==> src/rtl/hazard_pkg.sv <==
// Shared types and constants for the pipeline hazard/forwarding unit.
// Shadow entries carry a fixed-width dst; narrower AW values are zero-extended.
package hazard_pkg;

    localparam int unsigned DEF_AW = 5;
    localparam int unsigned MAX_AW = 8;

    localparam logic [1:0] FWD_RF  = 2'd0;
    localparam logic [1:0] FWD_WB  = 2'd1;
    localparam logic [1:0] FWD_MEM = 2'd2;

    typedef struct packed {
        logic              valid;
        logic              regwr;
        logic              is_load;
        logic [MAX_AW-1:0] dst;
    } shadow_entry_t;

    // An entry can only be a hazard source if it really writes a non-zero register.
    function automatic logic writes_reg(shadow_entry_t e);
        return e.valid && e.regwr && (e.dst != '0);
    endfunction

endpackage

==> src/rtl/haz_fwd_cmp.sv <==
// Per-operand forwarding comparator: picks MEM over WB over the register file.
module haz_fwd_cmp
    import hazard_pkg::*;
#(
    parameter int unsigned AW = DEF_AW
) (
    input  logic              used,
    input  logic [AW-1:0]     src,
    input  logic              mem_ok,
    input  logic [MAX_AW-1:0] mem_dst,
    input  logic              wb_ok,
    input  logic [MAX_AW-1:0] wb_dst,
    output logic [1:0]        sel
);

    logic [MAX_AW-1:0] src_x;

    assign src_x = MAX_AW'(src);

    always_comb begin
        sel = FWD_RF;
        if (used && mem_ok && (mem_dst == src_x)) begin
            sel = FWD_MEM;
        end else if (used && wb_ok && (wb_dst == src_x)) begin
            sel = FWD_WB;
        end
    end

endmodule

==> src/rtl/pipe_hazard_unit.sv <==
// Hazard and forwarding controller for the 5-stage pipeline (shadow EX/MEM/WB).
// Optional perf counters are built when HAZ_PERF_EN is defined.
module pipe_hazard_unit
    import hazard_pkg::*;
#(
    parameter int unsigned AW      = DEF_AW,
    parameter int unsigned NUM_SRC = 2,
    parameter int unsigned CNT_W   = 32
) (
    input  logic                  clk,
    input  logic                  rst_n,
    input  logic                  id_valid,
    input  logic [NUM_SRC*AW-1:0] id_src,
    input  logic [NUM_SRC-1:0]    id_src_used,
    input  logic [AW-1:0]         id_dst,
    input  logic                  id_regwr,
    input  logic                  id_is_load,
    input  logic                  redirect,
    input  logic                  mem_wait,
    output logic                  stall_f,
    output logic                  stall_d,
    output logic                  flush_d,
    output logic                  flush_e,
    output logic                  flush_m,
    output logic                  stall_e,
    output logic                  stall_m,
    output logic                  bubble_w,
    output logic [2*NUM_SRC-1:0]  fwd_sel
`ifdef HAZ_PERF_EN
    ,
    output logic [CNT_W-1:0]      perf_stall_cnt,
    output logic [CNT_W-1:0]      perf_flush_cnt
`endif
);

    shadow_entry_t             ex_q, ex_d, mem_q, mem_d, wb_q, wb_d, id_entry;
    logic [NUM_SRC*AW-1:0]     ex_src_q, ex_src_d;
    logic [NUM_SRC-1:0]        ex_used_q, ex_used_d;
    logic                      lu_hit, load_use;

    always_comb begin
        id_entry.valid   = id_valid;
        id_entry.regwr   = id_regwr;
        id_entry.is_load = id_is_load;
        id_entry.dst     = MAX_AW'(id_dst);
    end

    always_comb begin
        lu_hit = 1'b0;
        for (int k = 0; k < NUM_SRC; k++) begin
            if (id_src_used[k] && (MAX_AW'(id_src[k*AW +: AW]) == ex_q.dst)) begin
                lu_hit = 1'b1;
            end
        end
    end

    assign load_use = id_valid && writes_reg(ex_q) && ex_q.is_load && lu_hit;

    // Gated by rst_n so the controls read 0 while reset is held, whatever the inputs.
    always_comb begin
        stall_f  = 1'b0;
        stall_d  = 1'b0;
        flush_d  = 1'b0;
        flush_e  = 1'b0;
        flush_m  = 1'b0;
        stall_e  = 1'b0;
        stall_m  = 1'b0;
        bubble_w = 1'b0;
        if (!rst_n) begin
            stall_f = 1'b0;
        end else if (mem_wait) begin
            stall_f  = 1'b1;
            stall_d  = 1'b1;
            stall_e  = 1'b1;
            stall_m  = 1'b1;
            bubble_w = 1'b1;
        end else if (redirect) begin
            flush_d = 1'b1;
            flush_e = 1'b1;
            flush_m = 1'b1;
        end else if (load_use) begin
            stall_f = 1'b1;
            stall_d = 1'b1;
            flush_e = 1'b1;
        end
    end

    always_comb begin
        ex_d      = ex_q;
        ex_src_d  = ex_src_q;
        ex_used_d = ex_used_q;
        mem_d     = mem_q;
        wb_d      = wb_q;
        if (mem_wait) begin
            wb_d = '0;
        end else if (redirect) begin
            ex_d      = '0;
            ex_src_d  = '0;
            ex_used_d = '0;
            mem_d     = '0;
            wb_d      = mem_q;
        end else if (load_use) begin
            ex_d      = '0;
            ex_src_d  = '0;
            ex_used_d = '0;
            mem_d     = ex_q;
            wb_d      = mem_q;
        end else begin
            ex_d      = id_entry;
            ex_src_d  = id_src;
            ex_used_d = id_src_used & {NUM_SRC{id_valid}};
            mem_d     = ex_q;
            wb_d      = mem_q;
        end
    end

    always_ff @(posedge clk or negedge rst_n) begin
        if (!rst_n) begin
            ex_q      <= '0;
            ex_src_q  <= '0;
            ex_used_q <= '0;
            mem_q     <= '0;
            wb_q      <= '0;
        end else begin
            ex_q      <= ex_d;
            ex_src_q  <= ex_src_d;
            ex_used_q <= ex_used_d;
            mem_q     <= mem_d;
            wb_q      <= wb_d;
        end
    end

    // A load in MEM has no data yet, so it never qualifies as a MEM forward.
    logic mem_ok, wb_ok;

    assign mem_ok = writes_reg(mem_q) && !mem_q.is_load;
    assign wb_ok  = writes_reg(wb_q);

    for (genvar k = 0; k < NUM_SRC; k++) begin : g_fwd
        haz_fwd_cmp #(
            .AW (AW)
        ) u_cmp (
            .used    (ex_used_q[k]),
            .src     (ex_src_q[k*AW +: AW]),
            .mem_ok  (mem_ok),
            .mem_dst (mem_q.dst),
            .wb_ok   (wb_ok),
            .wb_dst  (wb_q.dst),
            .sel     (fwd_sel[2*k +: 2])
        );
    end

`ifdef HAZ_PERF_EN
    always_ff @(posedge clk or negedge rst_n) begin
        if (!rst_n) begin
            perf_stall_cnt <= '0;
            perf_flush_cnt <= '0;
        end else begin
            if (stall_f) begin
                perf_stall_cnt <= perf_stall_cnt + 1'b1;
            end
            if (redirect && !mem_wait) begin
                perf_flush_cnt <= perf_flush_cnt + 1'b1;
            end
        end
    end
`endif

endmodule

==> config.mk <==
export PLATFORM = sky130hd
export DESIGN_NAME = pipe_hazard_unit
export DESIGN_NICKNAME = d
export VERILOG_FILES = /design/src/rtl/hazard_pkg.sv /design/src/rtl/haz_fwd_cmp.sv /design/src/rtl/pipe_hazard_unit.sv
export SDC_FILE = /design/constraint.sdc
export NUM_CORES = 1
export LEC_CHECK = 0
export BUFFER_PORTS_ARGS = -buffer_cell sky130_fd_sc_hd__buf_4
export CAP_MARGIN = 0
export CORE_ASPECT_RATIO = 2
export CORE_MARGIN = 4
export CORE_UTILIZATION = 45
export DETAILED_ROUTE_END_ITERATION = 16
export GPL_TIMING_DRIVEN = 0
export PLACE_DENSITY = 0.77
export SYNTH_ARGS = -nofsm -noshare
export SYNTH_HDL_FRONTEND = slang
export SYNTH_SLANG_ARGS = --single-unit
==> constraint.sdc <==
create_clock -name clk -period 1.54 [get_ports clk]
set_clock_uncertainty 0.1 [all_clocks]
set_input_delay 0.077 -clock clk [delete_from_list [all_inputs] [get_ports clk]]
set_output_delay 0.077 -clock clk [all_outputs]
set_load 0.01 [all_outputs]
# After elaboration in Yosys (flattened, before gate mapping)
# Cells that the tools add are included.
# W data, S select, Z words.
# op_classes
reduce_logical,24
muxes,26
n_eq_ne,6
n_bitwise,1
# op_table
operator,count
$mux W11,4
$eq A8 B5 Y1,4
$reduce_bool A8 Y1,3
$logic_and A1 B1 Y1,20
$mux W10,2
$eq A5 B8 Y1,2
$mux W1,16
$mux W2,4
$and A2 B2 Y2,1
$logic_not A1 Y1,1
# word_totals
inputBits,24
out_inout_bits,12
word_cells,70
register_bits,44

# Depth between registers and ports, before layout
# Gate-level depths: netlist of run 1.
# logic_depth
ltp_word,9
mapped_depth,6

# Hierarchy
# A second synthesis of run 1 with hierarchy kept.
# hier_totals
cells_unflattened,154
area_unflattened_um2,1801.7
# modules_own_cells
module,instances,cells_each,area_per_inst_um2
pipe_hazard_unit,1,118,1503.9
haz_fwd_cmp,2,18,148.9

# Least setup slack after synthesis of run 1
# No wires, ideal clock.
# synth_timing
kind,reg2out
startpoint,register mem_q[0] (netlist name)
endpoint,output port fwd_sel[2]
slack_ns,-0.052
stages_incl_launch_ff,5
t_arrival_ns,1.415
path_cell_list,dfrtp_1 or4_1 o21ai_2 nor2_1 nor3_2
# synth_between
elab_chain_len,6
elab_cells_between_ends,7
cone_classes,1 x eq/ne; 1 x mux; 5 x reduce/logical
# synth_lines
item,line_no,rtl
from (decl),pipe_hazard_unit.sv:36,"shadow_entry_t ex_q, ex_d, mem_q, mem_d, wb_q, wb_d, id_entry;"
from (signal assigned),pipe_hazard_unit.sv:128,mem_q <= mem_d;
$reduce_bool A8 Y1,hazard_pkg.sv:21,return e.valid && e.regwr && (e.dst != '0);
$logic_and A1 B1 Y1,hazard_pkg.sv:21,
$logic_and A1 B1 Y1,pipe_hazard_unit.sv:136,assign mem_ok = writes_reg(mem_q) && !mem_q.is_load;
$logic_and A1 B1 Y1,haz_fwd_cmp.sv:22,if (used && mem_ok && (mem_dst == src_x)) begin
$logic_and A1 B1 Y1 (*),haz_fwd_cmp.sv:22,
$mux W2 (*),haz_fwd_cmp.sv:22,
to (decl),pipe_hazard_unit.sv:28,output logic [2*NUM_SRC-1:0] fwd_sel
# Every way passes the cells marked *; elsewhere a longest branch is shown, timed or not.

# Final worst setup path of run 1
# layout_timing
startpoint,register mem_q[3] (netlist name)
endpoint,output port fwd_sel[0]
# The elaborated chain is that of the path after synthesis.

==> results of run 1 <==
metrics by stage:
| step | total power [mW] | utilization | std cells | hold slack [ns] | setup WS (ns) |
|---|---|---|---|---|---|
| global placement | 1.38 | 0.563 | 233 | -0.0534 | -0.162 |
| detailed placement | 1.40 | 0.563 | 233 | -0.0412 | -0.223 |
| CTS | 2.37 | 0.696 | 269 | -0.357 | -0.402 |
| floorplan | 1.25 | - | 149 | -0.319 | 0.0148 |
| finish | 2.41 | 0.734 | 280 | -0.356 | -0.419 |
| global route | 2.50 | 0.734 | 280 | -0.333 | -0.504 |
timing repair:
item                       CTS  global route
gates cloned                 1             0
hold endpoints to repair    53            35
setup endpoints to repair   27            27
pin swaps                   29            15
buffers inserted             9            11
gates resized for setup     29            13
sequential cells by signal, indices dropped and copies added (netlist names):
signal,count
ex_src_q,10
ex_q,8
mem_q,8
wb_q,7
ex_used_q,2
cell type report:
class,instances,share of cell area
multi-input combinational,101,0.338
sequential,35,0.329
timing repair buffer,74,0.237
clock buffer,6,0.0305
buffer,12,0.0278
tap,49,0.0227
clock inverter,2,0.0130
inverter,1,0.00139
worst max path at each step:
stage | startpoint | end | slack [ns] | depth (start not counted)
4_1_cts | mem_q[1] | fwd_sel[0] | -0.40 | 5
6_report | mem_q[3] | fwd_sel[0] | -0.42 | 6
3_5_place_dp | mem_q[3] | fwd_sel[0] | -0.22 | 6
5_1_grt | ex_q[2] | flush_e | -0.50 | 7
2_1_floorplan | mem_q[0] | fwd_sel[0] | 0.01 | 4
3_3_place_gp | mem_q[3] | fwd_sel[0] | -0.16 | 6
metal layers:
layer	global-route usage	wire length (um)
met1	0.221	1880
met2	0.417	3100
met3	0.0372	250
met4	0.138	346
met5	0	0
cells by family after synthesis:
family | Yosys count
xor+xnor | 30
simple gates | 37
buf+inv | 13
compound gates | 34
flops | 35
synthesized netlist by cell type:
cell	count
dfrtp_1	35
a32o_1	18
xor2_1	16
xnor2_1	14
a22o_1	10
nor2b_1	7
nor2_1	6
clkbuf_1	5
buf_4	4
nand3_1	4
nor4_1	4
nand2_1	3
nand4_1	3
and3_1	2
buf_6	2
nor3_2	2
or4_1	2
a21oi_1	1
a21oi_2	1
a41o_1	1
and2_1	1
buf_1	1
inv_1	1
nand2_2	1
nand2b_1	1
nor3_1	1
o211ai_1	1
o21ai_2	1
o22ai_2	1
power breakdown:
part / leakage, nW / switching, mW / internal (mW)
combinational: 0.750 / 0.213 / 0.271
clock: 0.0612 / 0.340 / 0.524
sequential: 0.450 / 0.0809 / 0.982
==> results.yml, run 1 <==
outcome:
  status: "complete, but fails checks"
  violations: "negative hold slack, negative setup slack"
synth:
  synth_nets: 173
  synth_area_mm2: 0.00175
  synth-xor-area-share: 0.150
  postSynthCellCount: 149
  synthTopCellsByArea: "dfrtp_1 (50%), a32o_1 (10%), xor2_1 (8.0%)"
  yosys-mux-area-fraction: 0
  synth_top_area_share: 0.500
  yosys.area_share.simple: 0.122
  synth-seq-area-share: 0.500
  synth_fa_ha_area_frac: 0
  synth_top_area_cell: "dfrtp_1"
  synth_cell_types: 29
  synth_top_family_by_area: "compound AO/OA/AOI/OAI gates"
  avgSynthCellArea_um2: 11.7
  ys_warn_count: 0
  synth_compound_area_frac: 0.183
  synth-seq-cells: 35
critical_path:
  slowest_stage: "dfrtp_2"
  critPathMaxFanout: 5
  reg2reg_depth: 8
  worstSetupPathType: "flip-flop to primary output"
  crit_path_start_kind: "flip-flop"
  arrival_ns: 1.78
  reg2reg_slack_ns: -0.36
  required_ns: 1.36
  path_cells: "xor2_2 > nor4_4 > nand3_1 > nor2_2 > nor3_2 > buf_4"
  max_stage_delay_ns: 0.48
  critPathBufInv: 1
  crit_family: "simple AND/OR/NAND/NOR gates"
  r2r_end: "ex_src_q[2]"
  endpoint_kind: "primary output"
  worstReg2RegStart: "ex_q[4]"
detailed_routing:
  viasPerCell: 5.73
  first_pass_iters: 4
  vias: 1605
  drc: 0
  drt_wl_total_um: 5580
  drt_iter0_markers: 79
  wl_per_cell_um: 19.9
  drtAntennaViolNets: 0
power_and_ir_drop:
  p_per_area_mw_per_mm2: 892
  ir_drop_mv: 0.950
  p_leak_nw: 1.26
sta:
  rsz0062_at_grt: "yes"
  post-route-period-util: 1.27
  setup_tns_ns: -7.29
  holdWs_ns: -0.356
  slew_headroom: 0.507
  drv_slew: 0
  finalHoldViolations: 35
  fmax_mhz: 510
  setup_viol: 27
  worstMarginPinSlew_ns: 0.737
  finalWorstSetupSlack_ns: -0.419
  fin_crit_ns: 1.96
die:
  io_pins: 36
  core_area_mm2: 0.00368
  die_area_mm2: 0.00501
  die_h_um: 96.2
  die_x_um: 52.1
  rows: 31
  initial_utilization: 0.475
global_route:
  globalRouteTotalUtil: 0.225
  overflow: 0
  grt_max_degree: 39
  grt_pass1_vias: 1628
  antenna_found_initial: 0
  grt_pass1_wl_um: 7980
cells_and_area:
  layout_common_cells: "buf_4 (49), dfrtp_1 (24), a32o_1 (18), dlygate4sd3_1 (18), xor2_1 (14)"
  regArea_um2: 890
  design_area_mm2: 0.00270
  n_antenna_cell: 0
  multi_input_area_um2: 915
  syn_to_final_growth_pct: 54.5
  final_common_cell: "buf_4"
  layout.nets: 254
  drive_gt1_frac: 0.446
  fill_cells: 228
cts:
  cts_sinks: 35
  clock_latency_ns: 0.28
  tritoncts: "yes"
  clkTransAtPathRegs_ns: 0.08
  clk_path_buf_depth: 2
  numCtsBuffers: 5
  htreeDepth: 2
  cts_hold_buf: 18
  root_buffer: "clkbuf_8"
run:
  drv_cap: 0
placement:
  gp_congestion: 0.887
  dp_hpwl_um: 3450
  port_buffers: 35
  dpl-instance-area_mm2: 0.00207
min_path:
  hold_class: "input port to asynchronous set/reset pin"
No activity file was read; power rests on OpenSTA's default activity.
==> run 2, diff against run 1 <==
Settings changed: BUFFER_PORTS_ARGS -buffer_cell sky130_fd_sc_hd__buf_4 to -buffer_cell sky130_fd_sc_hd__buf_2.
==> results.yml, run 2 (same netlist as run 1, synthesis figures left out) <==
outcome:
  status: "complete, but fails checks"
  violations: "negative hold slack, negative setup slack"
critical_path:
  crit_path_start_kind: "flip-flop"
  reg2reg_slack_ns: -0.31
  critPathBufInv: 1
  endpoint_kind: "primary output"
  required_ns: 1.36
  worstSetupPathType: "flip-flop to primary output"
  critPathMaxFanout: 5
  path_cells: "or4_4 > o21ai_4 > nor2_2 > nor3_2 > buf_2"
  crit_family: "simple AND/OR/NAND/NOR gates"
  max_stage_delay_ns: 0.52
  slowest_stage: "or4_4"
  arrival_ns: 1.78
die:
  die_x_um: 52.1
  core_area_mm2: 0.00368
  die_area_mm2: 0.00501
  initial_utilization: 0.475
  die_h_um: 96.2
  io_pins: 36
  rows: 31
sta:
  holdWs_ns: -0.334
  slew_headroom: 0.544
  fmax_mhz: 512
  fin_crit_ns: 1.95
  setup_tns_ns: -7.84
  worstMarginPinSlew_ns: 0.681
  finalWorstSetupSlack_ns: -0.414
  drv_slew: 0
  finalHoldViolations: 35
  rsz0062_at_grt: "yes"
  setup_viol: 27
  post-route-period-util: 1.27
cts:
  clk_path_buf_depth: 2
  clock_latency_ns: 0.29
  clkTransAtPathRegs_ns: 0.08
  cts_hold_buf: 18
  cts_sinks: 35
  htreeDepth: 2
  root_buffer: "clkbuf_8"
  numCtsBuffers: 5
  tritoncts: "yes"
cells_and_area:
  fill_cells: 271
  final_common_cell: "buf_2"
  layout_common_cells: "buf_2 (33), dfrtp_1 (25), dlygate4sd3_1 (18)"
  largest-register: "ex_src_q"
  largest_reg_flops: 10
  drive_gt1_frac: 0.433
  stdcell_count: 273
  design_area_mm2: 0.00253
  syn_to_final_growth_pct: 44.7
  reg.largest.list: "ex_src_q x10, ex_q x8, mem_q x8"
  n_antenna_cell: 0
  layout.nets: 247
global_route:
  grt_pass1_wl_um: 8270
  overflow: 0
  antenna_found_initial: 0
  grt_max_degree: 39
  grt_pass1_vias: 1737
  globalRouteTotalUtil: 0.230
placement:
  dp.cells: 233
  gp_congestion: 0.862
  dpl-instance-area_mm2: 0.00199
  port_buffers: 35
  dp_hpwl_um: 3440
power_and_ir_drop:
  power_mw: 2.34
  p_leak_nw: 1.20
  ir_drop_mv: 0.896
  p_per_area_mw_per_mm2: 923
detailed_routing:
  drtAntennaViolNets: 0
  drt_iter0_markers: 63
  vias: 1571
  viasPerCell: 5.75
  drc: 0
  first_pass_iters: 4
  wl_per_cell_um: 19.2
  drt_wl_total_um: 5250
min_path:
  hold_class: "input port to asynchronous set/reset pin"
run:
  drv_cap: 0
run 2: cell types whose count changed in the layout (fill, tap and decap cells not counted), sizes merged:
| cell | previous run | this run |
|---|---|---|
| buf | 63 | 55 |
| clkinv | 1 | 2 |
run 2: repair_timing:
item / in CTS / in global routing
resized for setup: 25 / 12
endpoints found under the hold margin: 53 / 35
setup buffers: 11 / 3
cloned: 1 / 0
setup endpoints to repair: 27 / 31
pin swaps: 14 / 11
run 2: through the flow:
stage | setup slack (ns) | util
5_1_grt | -0.480 | 0.687
2_1_floorplan | 0.0148 | -
6_report | -0.414 | 0.687
4_1_cts | -0.405 | 0.668
3_3_place_gp | -0.143 | 0.539
3_5_place_dp | -0.198 | 0.539
run 2: final timing paths:
| check | startpoint | end | cells after the start |
|---|---|---|---|
| max in group asynchronous | rst_n | ex_src_q[3] | 1 |
| worst max register to register | ex_q[4] | ex_src_q[2] | 7 |
| worst min-delay path | rst_n | wb_q[9] | 1 |
| min in group clk | id_src_used[1] | ex_used_q[1] | 3 |
| worst max-delay path | mem_q[0] | fwd_sel[0] | 5 |
| worst min register to register | mem_q[8] | mem_q[8] | 1 |
run 2: routing by layer:
metal  routed length, um  up-vias  track usage
met5                   0        -            0
met4                 305        0        0.164
met3                 250       27       0.0465
met2                2940       79        0.416
li1                    -      695            -
met1                1750      770        0.220
run 2: area by class of cell:
| type | instances | area [um^2] | share of cell area |
|---|---|---|---|
| buffer | 12 | 75.1 | 0.0296 |
| clock buffer | 5 | 68.8 | 0.0272 |
| clock inverter | 3 | 43.8 | 0.0173 |
| inverter | 1 | 3.75 | 0.00148 |
| multi-input combinational | 101 | 911 | 0.360 |
| sequential | 35 | 888 | 0.351 |
| tap | 49 | 61.3 | 0.0242 |
| timing repair buffer | 67 | 480 | 0.190 |
run 2: report_power, final:
part / leakage, nW / switching (mW) / internal [mW]
Clock: 0.0581 / 0.350 / 0.482
Combinational: 0.689 / 0.200 / 0.239
Sequential: 0.452 / 0.0834 / 0.982
==> run 3, diff against run 2 <==
Settings changed: CORE_UTILIZATION 45 to 48, PLACE_DENSITY 0.77 to 0.81.
==> results.yml, run 3 (same netlist as run 1, synthesis figures left out) <==
outcome:
  status: "complete, but fails checks"
  violations: "negative hold slack, negative setup slack"
critical_path:
  crit_path_start_kind: "flip-flop"
  reg2reg_depth: 8
  endpoint_kind: "primary output"
  worstSetupPathType: "flip-flop to primary output"
  crit_cells: 7
  required_ns: 1.36
  critPathMaxFanout: 3
  crit_family: "flip-flops"
  critPathBufInv: 3
  reg2reg_slack_ns: -0.47
  arrival_ns: 1.88
  path_common_cell: "buf_4"
  slowest_stage: "dfrtp_2"
  path_cells: "xnor2_1 > nand4_1 > o22ai_2 > buf_4 > a41o_1 > buf_4 > buf_6"
  max_stage_delay_ns: 0.46
die:
  die_area_mm2: 0.00474
  initial_utilization: 0.507
  core_area_mm2: 0.00345
  die_x_um: 50.7
  rows: 30
  io_pins: 36
  die_h_um: 93.4
global_route:
  grt_pass1_vias: 1711
  overflow: 0
  globalRouteTotalUtil: 0.247
  grt_pass1_wl_um: 8530
  antenna_found_initial: 0
  grt_max_degree: 39
detailed_routing:
  drtAntennaViolNets: 0
  viasPerCell: 6.16
  first_pass_iters: 6
  drt_iter0_markers: 86
  wl_per_cell_um: 22.3
  drt_wl_total_um: 6110
  drc: 0
  vias: 1687
cts:
  root_buffer: "clkbuf_8"
  cts_hold_buf: 17
  clk_path_buf_depth: 2
  clkTransAtPathRegs_ns: 0.07
  cts_sinks: 35
  clock_latency_ns: 0.30
  htreeDepth: 2
  tritoncts: "yes"
  numCtsBuffers: 5
min_path:
  hold_class: "input port to asynchronous set/reset pin"
placement:
  port_buffers: 35
  dp.cells: 232
  gp_congestion: 0.898
  dp_hpwl_um: 3310
  dpl-instance-area_mm2: 0.00199
sta:
  finalWorstSetupSlack_ns: -0.518
  finalHoldViolations: 35
  fin_crit_ns: 2.06
  worstMarginPinSlew_ns: 0.718
  post-route-period-util: 1.34
  setup_viol: 27
  slew_headroom: 0.520
  rsz0062_at_grt: "yes"
  holdWs_ns: -0.339
  fmax_mhz: 486
  drv_slew: 0
cells_and_area:
  reg.largest.list: "ex_src_q x10, ex_q x8, mem_q x8"
  design_area_mm2: 0.00252
  layout.nets: 249
  n_antenna_cell: 0
  layout_common_cells: "buf_2 (33), dfrtp_1 (28), a32o_1 (17), dlygate4sd3_1 (17)"
  multi_input_area_um2: 880
  stdcell_count: 274
  largest_reg_flops: 10
  syn_to_final_growth_pct: 44.0
  largest-register: "ex_src_q"
  fin_util: 0.730
  drive_gt1_frac: 0.412
  fill_cells: 205
  regArea_um2: 885
  final_common_cell: "buf_2"
power_and_ir_drop:
  power_mw: 2.38
  p_per_area_mw_per_mm2: 943
  p_leak_nw: 1.22
  ir_drop_mv: 1.07
run:
  drv_cap: 0
## run 3: worst paths after layout
| check | startpoint | end |
|---|---|---|
| worst min register to register | mem_q[8] | mem_q[8] |
| worst max register to register | ex_q[0] | ex_q[1] |
| min in group clk | id_src[6] | ex_src_q[6] |
| max in group asynchronous | rst_n | ex_q[4] |
| worst max-delay path | ex_q[0] | stall_f |
| worst min-delay path | rst_n | ex_src_q[1] |
## run 3: what timing repair did
item	in CTS	in global routing
buffers inserted	12	6
hold endpoints to repair	52	35
setup endpoints to repair	27	30
pin swaps	16	21
resized for setup	22	11
cloned	1	0
## run 3: worst register-to-register path: stages (launching register included)
cell and delay [ns]:
dfrtp_2 0.46, xnor2_1 0.22, nand4_1 0.17, o22ai_2 0.19, nand2_2 0.10, buf_4 0.15
buf_6 0.12, buf_6 0.13, a32o_1 0.25
## run 3: metrics by stage
| stage | setup slack, ns | TNS [ns] | hold slack [ns] |
|---|---|---|---|
| after floorplan | 0.0148 | 0 | -0.319 |
| after global placement | -0.173 | -3.49 | 0.0809 |
| after detailed placement | -0.197 | -3.97 | 0.107 |
| after CTS | -0.412 | -6.04 | -0.198 |
| after global routing | -0.555 | -11.14 | -0.294 |
| final | -0.518 | -10.26 | -0.339 |
## run 3: final cells by class
type | count | area share
Buffer | 12 | 0.0298
Clock buffer | 6 | 0.0328
Clock inverter | 2 | 0.0139
Inverter | 1 | 0.00149
Multi-Input combinational cell | 101 | 0.349
Sequential cell | 35 | 0.351
Tap cell | 48 | 0.0238
Timing Repair Buffer | 69 | 0.199
## run 3: where the power goes
part,switching (mW),leakage (nW),internal [mW]
Sequential,0.0845,0.456,0.981
Combinational,0.210,0.699,0.229
Clock,0.349,0.0612,0.523
## run 3: metal layers
layer,GRT usage,vias to the layer above,part of all wire,wire length [um]
met2,0.448,138,0.53,3250
li1,-,704,-,-
met4,0.191,0,0.076,465
met3,0.0478,33,0.075,457
met1,0.232,812,0.32,1930
met5,0,-,0,0
